`config.mk`:
```
export PLATFORM = sky130hd
export DESIGN_NAME = round_timer
export DESIGN_NICKNAME = d
export VERILOG_FILES = /design/src/rtl/game_pkg.sv /design/src/rtl/edge_sync.sv /design/src/rtl/round_timer.sv
export SDC_FILE = /design/constraint.sdc
export NUM_CORES = 1
export LEC_CHECK = 0
export CAP_MARGIN = 10
export CORE_MARGIN = 1
export CORE_UTILIZATION = 50
export CTS_CLUSTER_SIZE = 25
export DETAILED_ROUTE_END_ITERATION = 8
export GPL_ROUTABILITY_DRIVEN = 0
export PLACE_DENSITY = 0.79
export SYNTH_ARGS = -nofsm -noshare
export SYNTH_HDL_FRONTEND = slang
export SYNTH_SLANG_ARGS = --single-unit
```
`constraint.sdc`:
```
create_clock -name clk_in -period 4.35 [get_ports clk_in]
set_input_delay 0.6525 -clock clk_in [delete_from_list [all_inputs] [get_ports clk_in]]
set_output_delay 0.6525 -clock clk_in [all_outputs]
set_load 0.01 [all_outputs]
```
`src/rtl/game_pkg.sv`:
```
// Shared types and constants for the guessing-game blocks.
package game_pkg;

    localparam int unsigned BCD_W          = 4;
    localparam int unsigned DEF_START_TENS = 3;
    localparam int unsigned DEF_START_ONES = 0;
    localparam int unsigned DEF_WARN_SECS  = 5;

    typedef enum logic [1:0] {
        ST_IDLE    = 2'd0,
        ST_RUN     = 2'd1,
        ST_PAUSE   = 2'd2,
        ST_EXPIRED = 2'd3
    } timer_state_t;

endpackage

```
`src/rtl/edge_sync.sv`:
```
// Two-flop synchroniser with a registered rising-edge pulse output.
module edge_sync (
    input  logic clk_in,
    input  logic rst,
    input  logic async_in,
    output logic rise_pulse
);

    logic s1;
    logic s2;
    logic s3;

    // Resynchronise the async input and flag a rising edge for one cycle.
    always_ff @(posedge clk_in or posedge rst) begin
        if (rst) begin
            s1         <= 1'b0;
            s2         <= 1'b0;
            s3         <= 1'b0;
            rise_pulse <= 1'b0;
        end else begin
            s1         <= async_in;
            s2         <= s1;
            s3         <= s2;
            rise_pulse <= s2 & ~s3;
        end
    end

endmodule

```
`src/rtl/round_timer.sv`:
```
// Per-round BCD countdown timer driven by ticks from the divided slow clock.
module round_timer
    import game_pkg::*;
#(
    parameter int unsigned START_TENS = DEF_START_TENS,
    parameter int unsigned START_ONES = DEF_START_ONES,
    parameter int unsigned WARN_SECS  = DEF_WARN_SECS
) (
    input  logic             clk_in,
    input  logic             rst,
    input  logic             slow_clk,
    input  logic             start,
    input  logic             stop,
    input  logic             pause,
    output logic [BCD_W-1:0] tens,
    output logic [BCD_W-1:0] ones,
    output logic             running,
    output logic             paused,
    output logic             expired,
    output logic             timeout,
    output logic             warn
);

    localparam int unsigned     SECS_W    = 7;
    localparam logic [BCD_W-1:0] LOAD_TENS = BCD_W'(START_TENS);
    localparam logic [BCD_W-1:0] LOAD_ONES = BCD_W'(START_ONES);

    timer_state_t      state;
    timer_state_t      state_nxt;
    logic [BCD_W-1:0]  tens_nxt;
    logic [BCD_W-1:0]  ones_nxt;
    logic [SECS_W-1:0] secs_nxt;
    logic              timeout_nxt;
    logic              warn_nxt;
    logic              tick;

    edge_sync u_sync (
        .clk_in     (clk_in),
        .rst        (rst),
        .async_in   (slow_clk),
        .rise_pulse (tick)
    );

    // State register.
    always_ff @(posedge clk_in or posedge rst) begin
        if (rst) state <= ST_IDLE;
        else     state <= state_nxt;
    end

    // Next state and count: stop > start > pause > tick.
    always_comb begin
        state_nxt   = state;
        tens_nxt    = tens;
        ones_nxt    = ones;
        timeout_nxt = 1'b0;
        unique case (state)
            ST_IDLE: begin
                if (start) begin
                    state_nxt = ST_RUN;
                    tens_nxt  = LOAD_TENS;
                    ones_nxt  = LOAD_ONES;
                end
            end
            ST_RUN: begin
                if (stop) begin
                    state_nxt = ST_IDLE;
                end else if (start) begin
                    tens_nxt = LOAD_TENS;
                    ones_nxt = LOAD_ONES;
                end else if (pause) begin
                    state_nxt = ST_PAUSE;
                end else if (tick) begin
                    if (tens == '0 && ones == BCD_W'(1)) begin
                        ones_nxt    = '0;
                        state_nxt   = ST_EXPIRED;
                        timeout_nxt = 1'b1;
                    end else if (ones != '0) begin
                        ones_nxt = ones - BCD_W'(1);
                    end else if (tens != '0) begin
                        ones_nxt = BCD_W'(9);
                        tens_nxt = tens - BCD_W'(1);
                    end
                end
            end
            ST_PAUSE: begin
                if (stop) begin
                    state_nxt = ST_IDLE;
                end else if (start) begin
                    state_nxt = ST_RUN;
                    tens_nxt  = LOAD_TENS;
                    ones_nxt  = LOAD_ONES;
                end else if (pause) begin
                    state_nxt = ST_RUN;
                end
            end
            ST_EXPIRED: begin
                if (stop) begin
                    state_nxt = ST_IDLE;
                end else if (start) begin
                    state_nxt = ST_RUN;
                    tens_nxt  = LOAD_TENS;
                    ones_nxt  = LOAD_ONES;
                end
            end
            default: state_nxt = ST_IDLE;
        endcase
        secs_nxt = SECS_W'(tens_nxt) * SECS_W'(10) + SECS_W'(ones_nxt);
        warn_nxt = (state_nxt == ST_RUN) && (32'(secs_nxt) <= WARN_SECS);
    end

    // Count and status outputs, all registered from next-state values.
    always_ff @(posedge clk_in or posedge rst) begin
        if (rst) begin
            tens    <= LOAD_TENS;
            ones    <= LOAD_ONES;
            running <= 1'b0;
            paused  <= 1'b0;
            expired <= 1'b0;
            timeout <= 1'b0;
            warn    <= 1'b0;
        end else begin
            tens    <= tens_nxt;
            ones    <= ones_nxt;
            running <= (state_nxt == ST_RUN);
            paused  <= (state_nxt == ST_PAUSE);
            expired <= (state_nxt == ST_EXPIRED);
            timeout <= timeout_nxt;
            warn    <= warn_nxt;
        end
    end

endmodule

```
==> reports/qor.yml <==
avgSynthCellArea_sq_um: 9.64
grt_first_pass_wirelength_um: 4490
pre_cts_ws_ps: -55.1
hold-worst-slack_ps: 368
timing.clock.skew_ps: 5.80
timing_max_transition_violations_final: 0
reg2reg_from: "ones[0]"
synthDominantAreaCellType: "sky130_fd_sc_hd__dfrtp_1"
cts-buffers-inserted: 3
design.die.area_sq_um: 2750
run_status: "finished, final reports clean"
timing.reg2reg.setup_slack_ps: 310
cts.path.max_buffers: 2
routed_wire_length_per_instance_um: 14.5
fin_util_pct: 67.9
synth_cell_type_count: 41
cp-end-kind: "flop"
pin_count_of_the_biggest_net_entering_global_routing: 20
worstHoldStart: "u_sync.s1"
setup-violations-final: 0
die_x_um: 52.4
tritoncts_num_sinks: 19
post_synth_instance_area_sq_um: 1270
arrival_ps: 4280
synthTopCellsByArea: "sky130_fd_sc_hd__dfrtp_1 33%, sky130_fd_sc_hd__ha_1 9.8%, sky130_fd_sc_hd__dfstp_2 4.1%, sky130_fd_sc_hd__a21oi_1 3.9%, sky130_fd_sc_hd__inv_1 3.8%"
grt_overflow_total: 0
ys_dominant_reg_cell: "sky130_fd_sc_hd__dfrtp_1"
fmaxAchievable_mhz: 246
num_rows: 17
post-route-period-util_pct: 93.5
synth.top_cell.area_share_pct: 33.4
timing.max_slew.rel_slack_pct: 51.7
worst_hold_path_class: "reg -> reg"
grt_pass1_vias: 1038
worst_setup_hold_path_clk_slew_ps: 120
share_of_async_settable_or_async_resettable_flops_after_synthesis_pct: 100
vdd_drop_max_uv: 186
antenna_left: 0
worst_hold_path.num_cells: 0
cts_tree: "done"
clk_latency_ps: 300
drtPass1Iterations: 4
setup_total_negative_slack_ps: 0
layout-drive-gt1-share_pct: 14.5
synth.ff_latch_count: 19
whs_endpoint: "u_sync.s2"
antenna_found_initial: 0
n_antenna_cell: 0
portBuffers: 18
route.final.wire_length_um: 2710
placement.cell_area_sq_um: 1530
detailroute.via_count: 1101
leakagePower_nw: 0.679
critical_path_required_ps: 4560
finish.cell_count_without_fillers: 187
post_layout_nets: 178
dpl.hpwl_um: 2180
final_critical_path_setup_slack_ps: 284
die_h_um: 52.4
critical_path_class: "in -> reg"
unrepaired_setup_endpoints_after_global_routing: "false"
coreArea_sq_um: 2300
max-cap-violations: 0
tightestPinTransition_ps: 724
boundaryPins: 19
first_iter_violations: 28
area_growth_synth_to_finish_pct: 22.5
final_total_power_mw: 0.382
grt_use_total_pct: 22.3
clock-root-buffer: "sky130_fd_sc_hd__clkbuf_4"
cp_max_fo: 5
cells_after_synth: 132
synth_edf_count: 0
yosys_warnings: 0
avgViaCountPerCell: 5.89
initial_core_util_pct: 55.4
reg2regPathDepth: 15
syn_nets: 150
cts-htree-levels: 1
cellPowerDensity_nw_per_um2: 245
number_of_cells_in_the_design_after_placement: 183
critical_path.startpoint_type: "input pin"
postLayoutCellArea_sq_um: 1560
timing.rr.end: "warn"
post-route-drc-count: 0
hold_viol_final: 0
min_period_ps: 4070
yosysSeqAreaShare_pct: 37.6
-- cells in the mapped netlist (all sizes together), types with 3 or more instances --
library cell / count
nor3: 9
nor2b: 7
o22ai: 3
nand2b: 4
xor2: 3
dfrtp: 17
o21ai: 7
a21oi: 10
inv: 13
ha: 10
or3: 4
or2: 3
nand2: 6
nor2: 6
-- sequential cells by signal, summed over array words and instances (netlist names) --
| register | cells |
|---|---|
| running | 1 |
| paused | 1 |
| timeout | 1 |
| u_sync.s3 | 1 |
| tens | 4 |
| expired | 1 |
| u_sync.s1 | 1 |
| state | 2 |
| u_sync.s2 | 1 |
| u_sync.rise_pulse | 1 |
| ones | 4 |
| warn | 1 |
-- routing by layer --
layer / up-vias / routed length [um] / global-route usage (%)
li1: 532 / - / -
met1: 535 / 1220 / 29.0
met2: 30 / 1350 / 37.1
met3: 4 / 110 / 2.61
met4: 0 / 27 / 9.21
met5: - / 0 / 0
-- timing repair --
item | in CTS | in global routing
hold buffers | 0 | 0
setup endpoints to repair | 0 | 1
setup buffers | 0 | 0
gates resized for setup | 0 | 1
-- cells by family after synthesis --
logic type / synth area share, %
compound gates: 19.4
xor+xnor: 2.07
fa+ha+maj: 13.0
buf+inv: 4.43
flops: 37.6
mux: 0.787
simple gates: 22.8
-- area by class of cell --
class,instances,area [sq um]
flip-flops and latches,19,478
fillers,187,738
clock inverters,1,7.51
inverters,13,48.8
multi-input cells,99,742
repair buffers,24,225
well taps,28,35.0
clock buffers,3,22.5
-- cell usage in the layout, fill, tap and decap left out, drive strengths merged, types with 3 or more instances in the layout --
cell | Yosys | layout
nor3 | 9 | 9
ha | 10 | 10
nand2b | 4 | 4
clkdlybuf4s50 | 0 | 18
clkbuf | 0 | 3
dfrtp | 17 | 17
or3 | 4 | 4
o21ai | 7 | 7
nor2b | 7 | 7
inv | 13 | 13
buf | 1 | 6
xor2 | 3 | 3
o22ai | 3 | 3
nor2 | 6 | 6
or2 | 3 | 3
nand2 | 6 | 6
a21oi | 10 | 10
-- where the power goes --
group	leakage [nW]	total [mW]	internal (mW)	switching, mW
combinational	0.420	0.0908	0.0422	0.0486
clock	0.0139	0.0957	0.0350	0.0607
sequential	0.245	0.195	0.187	0.00817
total	0.679	0.382	0.264	0.117
-- worst max-delay path by stage --
stage / start / end / slack, ps / cells past startpoint
CTS: tens[0] / warn / 210 / 15
finish: start / warn / 280 / 14
global route: ones[0] / warn / 90 / 16
floorplan: tens[0] / warn / 520 / 15
detailed placement: pause / warn / -60 / 14
global placement: stop / warn / 40 / 14
-- worst max-delay path, cell delays in order --
cell and delay (ps):
sky130_fd_sc_hd__clkdlybuf4s50_1 450, sky130_fd_sc_hd__or4b_4 570, sky130_fd_sc_hd__a311oi_1 260, sky130_fd_sc_hd__a41o_2 180, sky130_fd_sc_hd__or2_2 120, sky130_fd_sc_hd__ha_1 230
sky130_fd_sc_hd__ha_1 190, sky130_fd_sc_hd__inv_1 60, sky130_fd_sc_hd__fa_1 440, sky130_fd_sc_hd__nand2b_1 190, sky130_fd_sc_hd__a2bb2oi_1 140, sky130_fd_sc_hd__xor2_1 150
sky130_fd_sc_hd__or3_1 350, sky130_fd_sc_hd__a2111oi_4 280
No activity file was read; power rests on OpenSTA's default activity.
